--- src/rtl/serial_bit_feeder.sv ---
// serial_bit_feeder: WIDTH-bit words in over valid/ready, one bit per clock out on dout,
// with a one-word holding register so consecutive words stream without a gap.
module serial_bit_feeder #(
  parameter int WIDTH     = 8,
  parameter bit MSB_FIRST = 1
) (
  input  logic             clk,
  input  logic             reset,
  input  logic [WIDTH-1:0] in_data,
  input  logic             in_valid,
  output logic             in_ready,
  output logic             dout,
  output logic             dout_valid,
  output logic             word_done,
  output logic             busy
);
  localparam int BW = $clog2(WIDTH);
  typedef enum logic {IDLE, SHIFT} state_t;
  state_t           state, state_n;
  logic [WIDTH-1:0] sreg, sreg_n, hreg, hreg_n;
  logic [BW-1:0]    bcnt, bcnt_n;
  logic             hfull, hfull_n, acc, last;
  assign in_ready   = !hfull;
  assign acc        = in_valid && in_ready;
  assign last       = bcnt == BW'(WIDTH - 1);
  assign dout_valid = state == SHIFT;
  assign dout       = dout_valid && sreg[MSB_FIRST ? WIDTH-1 : 0];
  assign word_done  = dout_valid && last;
  assign busy       = dout_valid || hfull;
  always_ff @(posedge clk or negedge reset)
    if (!reset) begin
      state <= IDLE;
      sreg  <= '0;
      hreg  <= '0;
      bcnt  <= '0;
      hfull <= 1'b0;
    end else begin
      state <= state_n;
      sreg  <= sreg_n;
      hreg  <= hreg_n;
      bcnt  <= bcnt_n;
      hfull <= hfull_n;
    end
  // On the last bit a held word has priority; otherwise a new word bypasses hreg.
  always_comb begin
    state_n = state;
    sreg_n  = sreg;
    hreg_n  = hreg;
    bcnt_n  = bcnt;
    hfull_n = hfull;
    if (state == IDLE) begin
      if (acc) begin
        state_n = SHIFT;
        sreg_n  = in_data;
        bcnt_n  = '0;
      end
    end else if (!last) begin
      sreg_n = MSB_FIRST ? {sreg[WIDTH-2:0], 1'b0} : {1'b0, sreg[WIDTH-1:1]};
      bcnt_n = bcnt + 1'b1;
      if (acc) begin
        hreg_n  = in_data;
        hfull_n = 1'b1;
      end
    end else if (hfull) begin
      sreg_n  = hreg;
      hfull_n = 1'b0;
      bcnt_n  = '0;
    end else if (in_valid) begin
      sreg_n = in_data;
      bcnt_n = '0;
    end else begin
      state_n = IDLE;
      sreg_n  = '0;
      bcnt_n  = '0;
    end
  end
endmodule

--- config.mk ---
export PLATFORM = sky130hd
export DESIGN_NAME = serial_bit_feeder
export DESIGN_NICKNAME = d
export VERILOG_FILES = /design/src/rtl/serial_bit_feeder.sv
export SDC_FILE = /design/constraint.sdc
export NUM_CORES = 1
export LEC_CHECK = 0
export BUFFER_PORTS_ARGS = -buffer_cell sky130_fd_sc_hd__buf_4
export CORE_MARGIN = 4
export CORE_UTILIZATION = 40
export DETAILED_ROUTE_END_ITERATION = 8
export SLEW_MARGIN = 10
export SYNTH_ARGS = -nofsm -noshare
export SYNTH_HDL_FRONTEND = slang
export SYNTH_SLANG_ARGS = --single-unit
export TNS_END_PERCENT = 30
--- constraint.sdc ---
create_clock -name clk -period 3.6 [get_ports clk]
set_input_delay 0.36 -clock clk [delete_from_list [all_inputs] [get_ports clk]]
set_output_delay 0.36 -clock clk [all_outputs]
set_load 0.005 [all_outputs]
==> flow_summary.yaml, run 1 <==
run_status:
  status: "completed"
yosys:
  synth_edf_count: 0
  yosys_warnings: 0
  ys_seq_elements: 21
  synthCells: 77
  synthArstFlopShare_pct: 100
  synth_ff_type: "dfrtp_1"
  synth_area_um2: 988
  netlist.area_leader.share_pct: 53.2
  avgSynthCellArea_um2: 12.8
  synth_cell_type_count: 30
  syn-num-nets: 91
  synth_seq_area_share_pct: 53.2
  yosys.area.top_type: "dfrtp_1"
  netlist_top_cells_area: "dfrtp_1 53%, mux2_1 9.1%, a221o_1 6.1%"
critical_path:
  critPathCaptureType: "primary output"
  worst-path-buf-inv: 1
  path_cells: "ha_1 > ha_1 > and2_1 > buf_4"
  required_ns: 3.24
  crit_family: "adder cells"
  start_kind: "flop"
  crit_slowest_cell: "dfrtp_1"
  critPathMostFrequentCell: "ha_1"
  cp_slowest_stage_delay_ns: 0.42
  crit_type: "reg -> out"
  cp.arrival_ns: 1.55
  critPathMaxFanout: 6
floorplan:
  ioPinCount: 16
  start_util_pct: 43.4
  die_area_mm2: 0.00333
  fp-row-count: 17
  core_mm2: 0.00228
  die_y_um: 57.7
  die_w_um: 57.7
clock_tree:
  hold_buffers: 1
  cts_resized: 0
  clkTransAtPathRegs_ns: 0.12
  cts_max_path_buffers: 2
  cts_tree: "built"
  cts_setup_buffers: 0
  cts.sinks: 21
  clk_latency_ns: 0.30
  clock-root-buffer: "clkbuf_4"
  cts_buffers: 3
  cts.htree.levels: 1
place:
  place.gp.congestion: 0.765
  dp_slack_ns: 1.78
  place_hpwl_um: 1270
  dp_cells: 116
  io_buffers: 15
  dpl_cell_area_mm2: 0.00111
power_and_ir_drop:
  p_leak_nw: 0.513
  power_w: 0.000898
  p_per_area_mw_per_mm2: 782
  peakVddDrop_v: 0.000365
finish:
  nets: 108
  drive_above_1_share_pct: 23.7
  mostFrequentLayoutCells: "21 x dfrtp_1, 15 x buf_4, 8 x mux2_1"
  mostFrequentLayoutCell: "dfrtp_1"
  area_growth_pct: 16.2
  fill_cells: 194
  instances_no_fill: 121
  fin_area_mm2: 0.00115
  insertedDiodeCount: 0
  seq_area_um2: 526
  multi_input_area_um2: 430
timing:
  hold_violations: 0
  finalSetupTns_ns: 0
  rsz0062_at_grt: "false"
  report.final.slew_viol_count: 0
  max_freq_mhz: 524
  period_share_pct: 53.0
  clock_skew_ns: 0.00490
  period_minus_slack_ns: 1.91
  slew_headroom_pct: 48.0
  fin_ws_ns: 1.69
  setup_viol: 0
  worst_pin_slew_ns: 0.778
worst_hold_path:
  hp-class: "in -> reg"
routing:
  routed-via-count: 664
  drt_pass1_iterations: 4
  wl_per_cell_um: 14.7
  routed_wl_um: 1780
  first_iter_violations: 11
  vias_per_cell: 5.49
  ant_nets: 0
  drc: 0
grt:
  grt_pass1_vias: 679
  grt_pass1_wl_um: 3190
  antenna_found_initial: 0
  grt-ovfl-total: 0
  grt_util_all_layers_pct: 12.0
  grt_max_degree: 22
job:
  maxCapViolations: 0
==> path summary, 6_finish.rpt <==
kind / from / endpoint / slack [ns] / cells past startpoint
min: in_data[2] / hreg[2] / 0.28 / 2
max in group asynchronous: reset / hreg[6] / 2.93 / 2
max: bcnt[0] / word_done / 1.69 / 4
min reg2reg: hreg[1] / hreg[1] / 0.50 / 1
max reg2reg: bcnt[0] / sreg[4] / 1.75 / 5
min in group asynchronous: reset / bcnt[2] / 0.45 / 2
==> synth_stat cells, drive strengths merged, types with 2 or more instances <==
master,count
ha,3
dfrtp,21
inv,2
a221o,6
nor2,4
a32o,6
nor2b,3
and2,2
buf,2
mux2,8
a22o,2
nand2b,3
clkbuf,2
==> power breakdown <==
group | leakage, nW | internal [W] | switching, W
clock network | 0.0177 | 0.0000414 | 0.0000707
logic | 0.243 | 0.000196 | 0.000161
registers | 0.253 | 0.000345 | 0.0000842
==> cell families after synthesis <==
group	share of synthesized area (%)
buffers and inverters	3.29
AOI/OAI and AO/OA	19.6
adders and majority gates	3.80
DFF	53.2
muxes	10.1
and+or+nand+nor	10.0
==> metal layers <==
| layer | global-route usage, % | vias up | wire length (µm) |
|---|---|---|---|
| met5 | 0 | - | 0 |
| met4 | 3.97 | 0 | 17 |
| met3 | 2.00 | 2 | 71 |
| met2 | 18.1 | 13 | 809 |
| met1 | 17.6 | 318 | 881 |
| li1 | - | 331 | - |
==> area by class of cell <==
class	count	area share, %
sequential	21	45.8
clock buffer	3	1.96
inverter	2	0.654
clock inverter	1	0.436
multi-input combinational	50	37.5
tap	28	3.05
timing repair buffer	16	10.7
==> stage by stage <==
| step | hold WS (ns) | utilization [%] |
|---|---|---|
| 2_1_floorplan | 0.0644 | - |
| 3_3_place_gp | 0.259 | 48.8 |
| 3_5_place_dp | 0.257 | 48.8 |
| 4_1_cts | 0.276 | 50.5 |
| 5_1_grt | 0.279 | 50.5 |
| 6_report | 0.282 | 50.5 |
==> state kept, by name, indices dropped and copies added (netlist names) <==
name        count
hfull           1
dout_valid      1
bcnt            3
sreg            8
hreg            8
No activity file was read; power rests on OpenSTA's default activity.
==> inputs of run 2 (changes only) <==
Settings changed: ABC_AREA set to 1, CORE_ASPECT_RATIO set to 0.5.
Clock period 3.6 ns to 1.5 ns, I/O delays scaled along.
==> run 2 against run 1 <==
Compared with the run above: cell count grew 57%; synthesized area grew 13%; worst setup slack lost 1.6 ns; flip-flop and latch count is the same; sequential power grew 120%; routed wire length grew 41%; utilization grew 0.62 points; combinational power grew to 3.1 times the previous value.
==> flow_summary.yaml, run 2 <==
run_status:
  status: "completed"
clock_tree:
  cts_tree: "built"
  clock-root-buffer: "clkbuf_8"
  cts_max_path_buffers: 2
  cts.sinks: 21
  cts.htree.levels: 1
  cts_buffers: 3
  clk_latency_ns: 0.26
  clkTransAtPathRegs_ns: 0.08
critical_path:
  start_kind: "flop"
  crit_slowest_cell: "dfrtp_1"
  cp.arrival_ns: 1.28
  rrSetupSlack_ns: 0.08
  r2r_cells: 6
  critPathMaxFanout: 2
  required_ns: 1.35
  critPathCaptureType: "primary output"
  path_cells: "ha_2 > ha_4 > nand2_4 > inv_2 > buf_4"
  cp_slowest_stage_delay_ns: 0.39
  crit_type: "reg -> out"
timing:
  max_freq_mhz: 698
  hold_violations: 0
  worst_pin_slew_ns: 0.313
  rsz0062_at_grt: "false"
  setup_viol: 0
  period_share_pct: 95.5
  period_minus_slack_ns: 1.43
  finalSetupTns_ns: 0
  slew_headroom_pct: 79.1
  report.final.slew_viol_count: 0
  clock_skew_ns: 0.00501
routing:
  vias_per_cell: 5.06
  first_iter_violations: 87
  wl_per_cell_um: 13.2
  ant_nets: 0
  routed_wl_um: 2510
  routed-via-count: 962
  drc: 0
  drt_pass1_iterations: 4
finish:
  area_growth_pct: 20.5
  drive_above_1_share_pct: 23.5
  nets: 168
  mostFrequentLayoutCells: "47 x nand2_1, 42 x nand3_1, 21 x dfrtp_1"
  fill_cells: 254
  mostFrequentLayoutCell: "nand2_1"
  largestRegisters: "hreg: 8 flops, sreg: 8 flops, bcnt: 3 flops"
  insertedDiodeCount: 0
yosys:
  synth_seq_area_share_pct: 47.0
  synth_ff_type: "dfrtp_1"
  synthArstFlopShare_pct: 100
  synth_area_mm2: 0.00112
  synth.most_common_cell: "nand2_1"
  synth_edf_count: 0
  ys_top_cells_by_count: "48 x nand2_1, 42 x nand3_1, 21 x dfrtp_1"
  netlist.area_leader.share_pct: 47.0
  synth_cell_type_count: 16
  avgSynthCellArea_um2: 8.34
  ys_seq_elements: 21
  netlist_top_cells_area: "dfrtp_1 47%, nand3_1 19%, nand2_1 16%"
  yosys_warnings: 0
  syn-num-nets: 148
  yosys.area.top_type: "dfrtp_1"
  synthCells: 134
grt:
  grt-ovfl-total: 0
  grt_pass1_wl_um: 4270
  grt_pass1_vias: 916
  grt_util_all_layers_pct: 15.4
  grt_max_degree: 22
  antenna_found_initial: 0
floorplan:
  fp-row-count: 13
  core_mm2: 0.00264
  ioPinCount: 16
  die_area_mm2: 0.00375
  die_y_um: 45.4
  die_w_um: 82.7
  start_util_pct: 42.4
place:
  io_buffers: 15
  place_hpwl_um: 1750
  place.gp.congestion: 0.752
worst_hold_path:
  hold_depth: 3
  hp-class: "in -> reg"
power_and_ir_drop:
  p_per_area_mw_per_mm2: 1790
  power_w: 0.00241
  peakVddDrop_v: 0.000819
  p_leak_nw: 0.707
job:
  maxCapViolations: 0
-- run 2: changes by cell type in the layout (fill, tap and decap cells not counted), sizes merged, moves of 5 or more --
| cell | before | now |
|---|---|---|
| a221o | 6 | 0 |
| a32o | 6 | 0 |
| buf | 15 | 20 |
| mux2 | 8 | 0 |
| nand2 | 1 | 50 |
| nand3 | 0 | 42 |
-- run 2: worst max-delay path, delay by kind of cell, from the launching register on --
family	cells	cell delay (ns)
AND/OR/NAND/NOR	1	0.07
adder cells (fa/ha/maj)	2	0.40
buffers and inverters	2	0.15
flip-flops	1	0.39
-- run 2: path summary, 6_finish.rpt --
check	startpoint	to
worst min-delay path	in_data[5]	hreg[5]
max in group asynchronous	reset	hreg[4]
worst max register to register	bcnt[0]	hreg[3]
worst min register to register	hreg[2]	hreg[2]
min in group asynchronous	reset	sreg[4]
worst max-delay path	bcnt[0]	word_done
-- run 2: layer usage --
layer  up-vias  global-route usage (%)  share of wire (%)
li1        480                       -                  -
met1       459                    21.2                 50
met2        23                    23.9                 45
met3         0                    5.34                5.2
met4         0                    3.26                  0
met5         -                       0                  0
-- run 2: final cells by class --
cell class,instances,area [µm²],area share (%)
inverters,6,28.8,2.14
clock inverters,1,5.00,0.372
repair buffers,21,160,11.9
multi-input cells,101,539,40.1
flip-flops and latches,21,526,39.0
clock buffers,3,41.3,3.07
well taps,37,46.3,3.44
-- run 2: logic make-up after synthesis --
logic type | after synthesis | synth area share (%)
DFF | 21 | 47.0
adders and majority gates | 3 | 3.36
AOI/OAI and AO/OA | 3 | 2.02
and+or+nand+nor | 95 | 40.9
buffers and inverters | 12 | 6.72
-- run 2: report_power, final --
group	switching [W]	internal [W]	leakage [nW]
Combinational	0.000621	0.000472	0.419
Sequential	0.000142	0.000794	0.263
Clock	0.000190	0.000185	0.0255
Total	0.000954	0.00145	0.707
-- run 2: per-stage QoR --
| stage | hold slack, ns | util, % | std cells | setup slack [ns] | cell area (µm²) |
|---|---|---|---|---|---|
| finish | 0.140 | 51.1 | 190 | 0.0680 | 1350 |
| CTS | 0.133 | 50.5 | 189 | 0.0112 | 1330 |
| global route | 0.129 | 51.1 | 190 | 0.00776 | 1350 |
| floorplan | -0.146 | - | 134 | 0.199 | 1120 |
| global placement | 0.0489 | 47.5 | 183 | 0.0846 | 1250 |
| detailed placement | 0.0514 | 47.5 | 183 | 0.0615 | 1250 |
-- run 2: what timing repair did --
| action | CTS | global route |
|---|---|---|
| setup endpoints to repair | 1 | 2 |
| pin swaps | 0 | 0 |
| hold endpoints to repair | 21 | 0 |
| resized for setup | 3 | 4 |
| hold buffers | 1 | 0 |
| setup buffers | 1 | 1 |
